`src/rtl/pci_bus_arbiter.sv`:
```
// Round-robin arbiter for a shared PCI-style bus: one active-low grant per device,
// idle detection from iframe/iready. Optional bus parking behind `PCI_ARB_PARK_EN.

module pci_bus_arbiter_checker #(
    parameter int N_MASTERS = 4
) (
    input logic                 clk,
    input logic                 rst_n,
    input logic [N_MASTERS-1:0] grant,
    input logic                 grant_valid
);

    assert property (@(posedge clk) disable iff (!rst_n) $onehot0(~grant));
    assert property (@(posedge clk) disable iff (!rst_n) grant_valid == (grant != {N_MASTERS{1'b1}}));

endmodule

module pci_bus_arbiter #(
    parameter int N_MASTERS   = 4,
    parameter int OWNER_W     = 2,
    parameter int GNT_TIMEOUT = 16
) (
    input  logic                 clk,
    input  logic                 rst_n,
    input  logic [N_MASTERS-1:0] request,
    input  logic                 iframe,
    input  logic                 iready,
    output logic [N_MASTERS-1:0] grant,
    output logic [OWNER_W-1:0]   owner,
    output logic                 grant_valid,
    output logic                 bus_busy
);

    localparam logic [N_MASTERS-1:0] ONE_HOT0 = {{(N_MASTERS-1){1'b0}}, 1'b1};
    localparam logic [N_MASTERS-1:0] ALL_ONES = {N_MASTERS{1'b1}};

    typedef enum logic [1:0] {
        ST_IDLE    = 2'd0,
        ST_GRANTED = 2'd1,
        ST_BUSY    = 2'd2
    } state_t;

    state_t               state_r;
    logic [OWNER_W-1:0]   last_owner_r;
    logic [7:0]           tmo_cnt_r;
`ifdef PCI_ARB_PARK_EN
    logic                 parked_r;
`endif

    logic [N_MASTERS-1:0] req_act_s;
    logic [N_MASTERS-1:0] last_mask_s;
    logic                 any_req_s;
    logic                 bus_idle_s;
    logic                 owner_req_s;
    logic                 other_req_s;
    logic                 tmo_hit_s;
    logic [OWNER_W-1:0]   winner_s;

    // First requester after 'last', wrapping; lowest rotation distance wins.
    function automatic logic [OWNER_W-1:0] rr_pick(input logic [N_MASTERS-1:0] req_act,
                                                   input logic [OWNER_W-1:0]   last);
        logic [OWNER_W-1:0] idx;
        logic [OWNER_W-1:0] pick;
        pick = last;
        for (int k = N_MASTERS; k >= 1; k--) begin
            idx = OWNER_W'((int'(last) + k) % N_MASTERS);
            if ((req_act & (ONE_HOT0 << idx)) != {N_MASTERS{1'b0}}) begin
                pick = idx;
            end else begin
                pick = pick;
            end
        end
        return pick;
    endfunction

    // Request decode, bus-idle detection and round-robin winner.
    always_comb begin
        req_act_s   = ~request;
        any_req_s   = |req_act_s;
        bus_idle_s  = iframe & iready;
        last_mask_s = ONE_HOT0 << last_owner_r;
        owner_req_s = |(req_act_s & last_mask_s);
        other_req_s = |(req_act_s & ~last_mask_s);
        tmo_hit_s   = (tmo_cnt_r == 8'(GNT_TIMEOUT - 1));
        winner_s    = rr_pick(req_act_s, last_owner_r);
    end

    // Arbitration FSM with registered grant/owner/status outputs.
    always_ff @(posedge clk) begin
        if (!rst_n) begin
            state_r      <= ST_IDLE;
            grant        <= ALL_ONES;
            owner        <= {OWNER_W{1'b0}};
            grant_valid  <= 1'b0;
            bus_busy     <= 1'b0;
            last_owner_r <= OWNER_W'(N_MASTERS - 1);
            tmo_cnt_r    <= 8'd0;
`ifdef PCI_ARB_PARK_EN
            parked_r     <= 1'b0;
`endif
        end else begin
            case (state_r)
                ST_IDLE: begin
`ifdef PCI_ARB_PARK_EN
                    if (parked_r) begin
                        if (!iframe) begin
                            state_r  <= ST_BUSY;
                            bus_busy <= 1'b1;
                            parked_r <= 1'b0;
                        end else if (other_req_s) begin
                            // Drop the park grant; the real arbitration follows next edge.
                            grant       <= ALL_ONES;
                            grant_valid <= 1'b0;
                            parked_r    <= 1'b0;
                        end else if (owner_req_s) begin
                            state_r   <= ST_GRANTED;
                            tmo_cnt_r <= 8'd0;
                            parked_r  <= 1'b0;
                        end else begin
                            parked_r <= 1'b1;
                        end
                    end else if (any_req_s && bus_idle_s) begin
                        grant        <= ~(ONE_HOT0 << winner_s);
                        owner        <= winner_s;
                        last_owner_r <= winner_s;
                        grant_valid  <= 1'b1;
                        tmo_cnt_r    <= 8'd0;
                        state_r      <= ST_GRANTED;
                    end else if (bus_idle_s) begin
                        grant       <= ~last_mask_s;
                        owner       <= last_owner_r;
                        grant_valid <= 1'b1;
                        parked_r    <= 1'b1;
                    end else begin
                        grant       <= ALL_ONES;
                        grant_valid <= 1'b0;
                    end
`else
                    if (any_req_s && bus_idle_s) begin
                        grant        <= ~(ONE_HOT0 << winner_s);
                        owner        <= winner_s;
                        last_owner_r <= winner_s;
                        grant_valid  <= 1'b1;
                        tmo_cnt_r    <= 8'd0;
                        state_r      <= ST_GRANTED;
                    end else begin
                        grant       <= ALL_ONES;
                        grant_valid <= 1'b0;
                    end
`endif
                end
                ST_GRANTED: begin
                    // iframe has priority over both release causes.
                    if (!iframe) begin
                        state_r   <= ST_BUSY;
                        bus_busy  <= 1'b1;
                        tmo_cnt_r <= 8'd0;
                    end else if (!owner_req_s || tmo_hit_s) begin
                        grant       <= ALL_ONES;
                        grant_valid <= 1'b0;
                        tmo_cnt_r   <= 8'd0;
                        state_r     <= ST_IDLE;
                    end else begin
                        tmo_cnt_r <= tmo_cnt_r + 8'd1;
                    end
                end
                ST_BUSY: begin
                    if (bus_idle_s) begin
                        grant       <= ALL_ONES;
                        grant_valid <= 1'b0;
                        bus_busy    <= 1'b0;
                        state_r     <= ST_IDLE;
                    end else if (iframe) begin
                        grant       <= ALL_ONES;
                        grant_valid <= 1'b0;
                    end else begin
                        grant <= grant;
                    end
                end
                default: begin
                    state_r     <= ST_IDLE;
                    grant       <= ALL_ONES;
                    grant_valid <= 1'b0;
                    bus_busy    <= 1'b0;
                end
            endcase
        end
    end

    pci_bus_arbiter_checker #(
        .N_MASTERS(N_MASTERS)
    ) u_checker (
        .clk        (clk),
        .rst_n      (rst_n),
        .grant      (grant),
        .grant_valid(grant_valid)
    );

endmodule

```
`config.mk`:
```
export PLATFORM = sky130hd
export DESIGN_NAME = pci_bus_arbiter
export DESIGN_NICKNAME = d
export VERILOG_FILES = /design/src/rtl/pci_bus_arbiter.sv
export SDC_FILE = /design/constraint.sdc
export NUM_CORES = 1
export LEC_CHECK = 0
export BUFFER_PORTS_ARGS = -buffer_cell sky130_fd_sc_hd__buf_2
export CAP_MARGIN = 5
export CORE_MARGIN = 8
export CORE_UTILIZATION = 40
export DETAILED_ROUTE_END_ITERATION = 7
export GPL_TIMING_DRIVEN = 0
export PLACE_DENSITY = 0.56
export SLEW_MARGIN = 20
export SYNTH_ARGS = -nofsm -noshare
export SYNTH_HDL_FRONTEND = slang
export SYNTH_HIERARCHICAL = 1
export SYNTH_SLANG_ARGS = --single-unit
```
`constraint.sdc`:
```
create_clock -name clk -period 2.25 [get_ports clk]
set_clock_uncertainty 0.1 [all_clocks]
set_input_delay 0.3375 -clock clk [delete_from_list [all_inputs] [get_ports clk]]
set_output_delay 0.3375 -clock clk [all_outputs]
set_load 0.01 [all_outputs]
```
==> metrics.yaml, run 1 <==
status: "finished, final reports clean"
place_ws_ns: -0.02306
holdCritPathClass: "in -> reg"
swShare_pct: 28.38
p_switching_uw: 215.1
worstMarginPinSlew_ns: 0.5919
met3_usage_pct: 2.455
synth_top_flop_cell: "dfxtp_1"
worstSetupStartpointType: "register"
r2r-start: "last_owner_r[0]"
yosys.cell_types.count: 39
crit_start: "last_owner_r[0]"
grt_pass1_wl_um: 3691
p_leak_uw: 0.0005125
p_int_uw: 542.9
initial_core_util_pct: 40.60
synth_edf_count: 0
drtAntennaViolNets: 0
finalCriticalPeriod_ns: 2.111
final_common_cell: "dfxtp_1"
fillerInstances: 287
via_per_inst: 5.247
cp.arrival_ns: 2.21
power.total_uw: 758.0
ios: 16
clkPwrFrac_pct: 27.0
routed_wl_um: 2193
die_w_um: 67.99
r2r_slack_ns: 0.14
hold_violations: 0
antennaDiodeCount: 0
grt_overflow: 0
finalCoreUtilization_pct: 47.04
final-seq-area_um2: 401.6
cp_max_fo: 6
reg2reg_depth: 8
required_ns: 2.35
hpwl_um: 1738
drt_iter0_drc: 33
crit_path_end: "grant[2]"
power.share.sequential_pct: 50.0
synth-async-reset-ratio_pct: 0
insertion_delay_ns: 0.30
grtUsageMet1_pct: 12.46
dr.pass1.iters: 4
crit_type: "reg -> reg"
netlist_instances: 124
track_usage_pct: 10.09
wl_per_cell_um: 12.60
maxSlewViolCount: 0
top_usage_layer: "met2"
layout-drive-gt1-share_pct: 23.08
rr_endpoint: "grant[2]"
die_y_um: 67.99
avgSynthCellArea_um2: 8.718
fin_ws_ns: 0.1394
cts_buffer_depth: 2
gp_congestion: 0.8486
coreArea_mm2: 0.002663
max_freq_mhz: 473.8
layout_common_cells: "dfxtp_1, nor2_1, buf_2"
antenna_found_initial: 0
htreeDepth: 1
num_vias: 913
p_comb_share_pct: 23.0
p_per_area_mw_per_mm2: 605.2
cts_sinks: 20
use_met2_pct: 15.71
path_clk_slew_ns: 0.11
maxSlewHeadroom_pct: 60.24
seq_area_frac_synth_pct: 37.04
cts_tree: "done"
vdd_drop_max_uv: 428.0
period_share_pct: 93.80
port_buffers: 14
netlist_area_mm2: 0.001081
synth_seq_cells: 20
rsz0062_at_grt: "false"
yosysWarnings: 6
rows: 19
root_buffer: "clkbuf_4"
whs_path_depth: 2
end_kind: "register"
cts_buffers: 3
maxCapViolCount: 0
multiInputGateArea_um2: 659.4
drc: 0
dieArea_mm2: 0.004622
first_global_vias: 847
grt_max_degree: 12
setup_viol: 0
nets: 157
syn2layout_area_growth_pct: 15.86
synth_fp_nets: 137
## per-layer routing
metal  wire length [um]  part of all wire, %
met3                118                  5.4
met5                  0                    0
met2               1055                   48
met1               1003                   46
met4                 15                 0.68
## final cells by class
| type | count | share of cell area (%) |
|---|---|---|
| clock buffers | 4 | 2.897 |
| flip-flops and latches | 20 | 32.07 |
| plain buffers | 2 | 0.6993 |
| repair buffers | 15 | 6.194 |
| inverters | 8 | 2.398 |
| multi-input cells | 94 | 52.65 |
| well taps | 31 | 3.097 |
## worst max-delay path: stages, from the launching register on
cell      delay, ns
dfxtp_1        0.37
inv_1          0.12
ha_1           0.28
nand2b_1       0.10
o2111a_2       0.25
mux2i_1        0.20
a311o_1        0.15
o21ai_2        0.10
o32a_1         0.35
## sequential cells by signal, summed over array words and instances, names as in the netlist
name and cells:
bus_busy 1, grant 4, grant_valid 1, last_owner_r 2, owner 2, state_r 2, tmo_cnt_r 8
## power by group through the flow
stage                     combinational (uW)  sequential (uW)  clock [uW]
after CTS                                166              379         217
final                                    174              379         204
after global routing                     194              381         229
after detailed placement                 161              388           0
after floorplan                          113              390           0
after global placement                   158              386           0
## logic make-up (layout without fill, tap and decap cells)
logic type,after synthesis,count (layout),share of synthesized area (%)
AO/OA/AOI/OAI,29,29,21.07
XOR/XNOR,7,7,5.671
adder cells (fa/ha/maj),5,5,5.787
buffers and inverters,10,29,3.587
flip-flops,20,20,37.04
multiplexers,2,2,1.852
AND/OR/NAND/NOR,51,51,25.00
## synth_stat cells (all sizes together) (2+ instances only)
cell     instances  area [um2]
mux2i            2       20.02
nor3             2       10.01
o32a             2       20.02
nand2           11       43.80
o21ai            6       33.78
o2111ai          3       26.28
inv              8       30.03
nand4            2       27.53
nand3            2       10.01
ha               5       62.56
or3              3       21.27
nand2b          12       75.07
and3             2       12.51
clkbuf           2       8.750
nor2            15       56.30
dfxtp           20       400.4
a21oi            7       50.05
xnor2            2       17.52
o2111a           2       22.52
xor2             5       43.79
## worst min-delay path by stage
stage / startpoint / end / slack, ns
2_1_floorplan: tmo_cnt_r[7] / tmo_cnt_r[7] / 0.38
3_3_place_gp: owner[0] / owner[0] / 0.34
3_5_place_dp: grant[3] / grant[3] / 0.36
4_1_cts: rst_n / last_owner_r[0] / 0.25
5_1_grt: iready / bus_busy / 0.28
6_report: rst_n / last_owner_r[0] / 0.27
## stage by stage
stage / hold WS, ns / instances / instance area [um2] / setup TNS [ns]
6_report: 0.2674 / 174 / 1252 / 0
5_1_grt: 0.2824 / 174 / 1252 / 0
4_1_cts: 0.2539 / 173 / 1234 / 0
3_5_place_dp: 0.3593 / 169 / 1190 / -0.02306
3_3_place_gp: 0.3444 / 169 / 1190 / 0
2_1_floorplan: 0.3763 / 124 / 1081 / 0
## what timing repair did
action | in CTS | in global routing
hold buffers | 0 | 0
buffers inserted | 0 | 1
endpoints found under the setup margin | 1 | 5
gates resized for setup | 1 | 4
gates cloned | 0 | 0
hold endpoints to repair | 0 | 0
pin swaps | 0 | 1
No activity file was read; power rests on OpenSTA's default activity.
==> run 2, diff against run 1 <==
==> constraint.sdc (replaced) <==
create_clock -name clk -period 2.5 [get_ports clk]
set_clock_uncertainty 0.1 [all_clocks]
set_input_delay 0.375 -clock clk [delete_from_list [all_inputs] [get_ports clk]]
set_output_delay 0.375 -clock clk [all_outputs]
set_load 0.01 [all_outputs]
==> run 2 against run 1 <==
Against the previous run:
- hold slack improved by 0.031 ns
- first-iteration DRC count rose by 18%
- global-route usage fell by 0.20 points
- clock-buffer cell count did not move
- design area fell by 2.1%
- critical path depth did not move
- sequential share of layout area rose by 0.59 points
- combinational power fell by 17%
- critical endpoint is now grant[3]
- sequential power fell by 10%
- largest power group unchanged
==> metrics.yaml, run 2 (same netlist as run 1, synthesis figures left out) <==
via_per_inst: 5.295  # +0.91%
cts_buffers: 3  # unchanged
drt_iter0_drc: 39  # +18%
post_dp_cell_area_mm2: 0.001190  # unchanged
p_int_uw: 478.8  # -12%
power.total_uw: 671.2  # -11%
rsz0062_at_grt: "false"
grt_max_degree: 12  # unchanged
rows: 19  # unchanged
worstSetupStartpointType: "register"
hold_violations: 0  # unchanged
layout_common_cells: "dfxtp_1, nor2_1, buf_2"
p_per_area_mw_per_mm2: 547.4  # -9.6%
port_buffers: 14  # unchanged
die_w_um: 67.99  # unchanged
maxCapViolCount: 0  # unchanged
p_comb_share_pct: 21.4  # -1.6 points
crit_chain: "inv_1, ha_1, nand2b_1, o2111ai_1, a21o_1, xnor2_1, nand2_1, o32a_1"
period_share_pct: 91.84  # -2.0 points
finalSetupTns_ns: 0  # unchanged
cts_tree: "done"
holdCritPathClass: "in -> reg"
nets: 156  # -0.64%
dieArea_mm2: 0.004622  # unchanged
maxSlewViolCount: 0  # unchanged
maxSlewHeadroom_pct: 58.89  # -1.3 points
cts_setup_buffers: 0  # unchanged
wl_per_cell_um: 12.55  # -0.43%
grt_overflow: 0  # unchanged
syn2layout_area_growth_pct: 13.43
end_kind: "register"
cp.arrival_ns: 2.40  # +0.19 ns
cp_max_fo: 6  # unchanged
vdd_drop_max_uv: 375.8  # -12%
p_switching_uw: 192.4  # -11%
fin_ws_ns: 0.2039  # +0.06445 ns
insertion_delay_ns: 0.30  # about the same
worst-path-buf-inv: 1  # unchanged
die_y_um: 67.99  # unchanged
ios: 16  # unchanged
track_usage_pct: 9.883  # -0.20 points
coreArea_mm2: 0.002663  # unchanged
path_clk_slew_ns: 0.11  # about the same
required_ns: 2.60  # +0.25 ns
crit_type: "reg -> reg"
cts_buffer_depth: 2  # unchanged
drtAntennaViolNets: 0  # unchanged
gp_congestion: 0.8486  # unchanged
place_ws_ns: 0.2269  # +0.2500 ns
final_common_cell: "dfxtp_1"
routed_wl_um: 2171  # -1.0%
fillerInstances: 294  # +2.4%
initial_core_util_pct: 40.60  # unchanged
max_freq_mhz: 435.5  # -8.1%
critical-path-top-delay-family: "compound AO/OA/AOI/OAI gates"
dr.pass1.iters: 4  # unchanged
grt_pass1_wl_um: 3629  # -1.7%
ctsResizeCount: 0  # -1
status: "finished, final reports clean"
antennaDiodeCount: 0  # unchanged
clkPwrFrac_pct: 27.8  # +0.8 points
p_leak_uw: 0.0004988  # -2.7%
cts_hold_buf: 0  # unchanged
layout-drive-gt1-share_pct: 19.01  # -4.1 points
final_area_mm2: 0.001226  # -2.1%
first_global_vias: 845  # -0.24%
setup_viol: 0  # unchanged
hold-worst-slack_ns: 0.2987  # +0.03134 ns
power.share.sequential_pct: 50.8  # +0.8 points
worstMarginPinSlew_ns: 0.6125  # +0.02060 ns
root_buffer: "clkbuf_4"
slowest_delay_ns: 0.44  # +0.07 ns
drc: 0  # unchanged
htreeDepth: 1  # unchanged
swShare_pct: 28.67  # +0.29 points
slowest_stage: "dfxtp_1"
finalCriticalPeriod_ns: 2.296  # +0.1856 ns
antenna_found_initial: 0  # unchanged
hpwl_um: 1738  # unchanged
largest_register: "tmo_cnt_r"
largest_reg_flops: 8  # unchanged
cts_sinks: 20  # unchanged
reg_top3: "tmo_cnt_r x8, grant x4"
num_vias: 916  # +0.33%
==> run 2: cell count changes in the layout (fill, tap and decap cells not counted), sizes merged <==
cell  before  now
buf       15   14
==> run 2: stage by stage <==
step                cells  utilization [%]
floorplan             124                -
global placement      169            44.69
detailed placement    169            44.69
CTS                   173            46.05
global route          173            46.05
finish                173            46.05
==> run 2: power groups by stage <==
stage	Combinational [uW]	Clock, uW	Sequential, uW
finish	144	186	341
global route	160	205	343
CTS	145	195	341
detailed placement	145	0	349
global placement	142	0	348
floorplan	102	0	351
==> run 2: layout make-up <==
cell class / count / area (um2) / share of cell area (%)
Buffer: 2 / 8.758 / 0.7143
Clock buffer: 4 / 36.28 / 2.959
Inverter: 8 / 30.03 / 2.449
Multi-Input combinational cell: 94 / 641.9 / 52.35
Sequential cell: 20 / 400.4 / 32.65
Tap cell: 31 / 38.79 / 3.163
Timing Repair Buffer: 14 / 70.07 / 5.714
==> run 2: worst paths after layout <==
path	start	to	slack, ns	cells after the start
setup reg to reg	last_owner_r[1]	grant[3]	0.20	8
hold / removal	rst_n	last_owner_r[0]	0.30	2
hold reg to reg	grant[2]	grant[2]	0.38	1
setup / recovery	last_owner_r[1]	grant[3]	0.20	8
==> run 2: metal layers <==
| layer | vias up | GRT usage [%] | share of wire [%] |
|---|---|---|---|
| met4 | 0 | 5.371 | 2.6 |
| li1 | 475 | - | - |
| met5 | - | 0 | 0 |
| met3 | 7 | 2.455 | 5.3 |
| met1 | 417 | 12.26 | 47 |
| met2 | 17 | 15.36 | 45 |
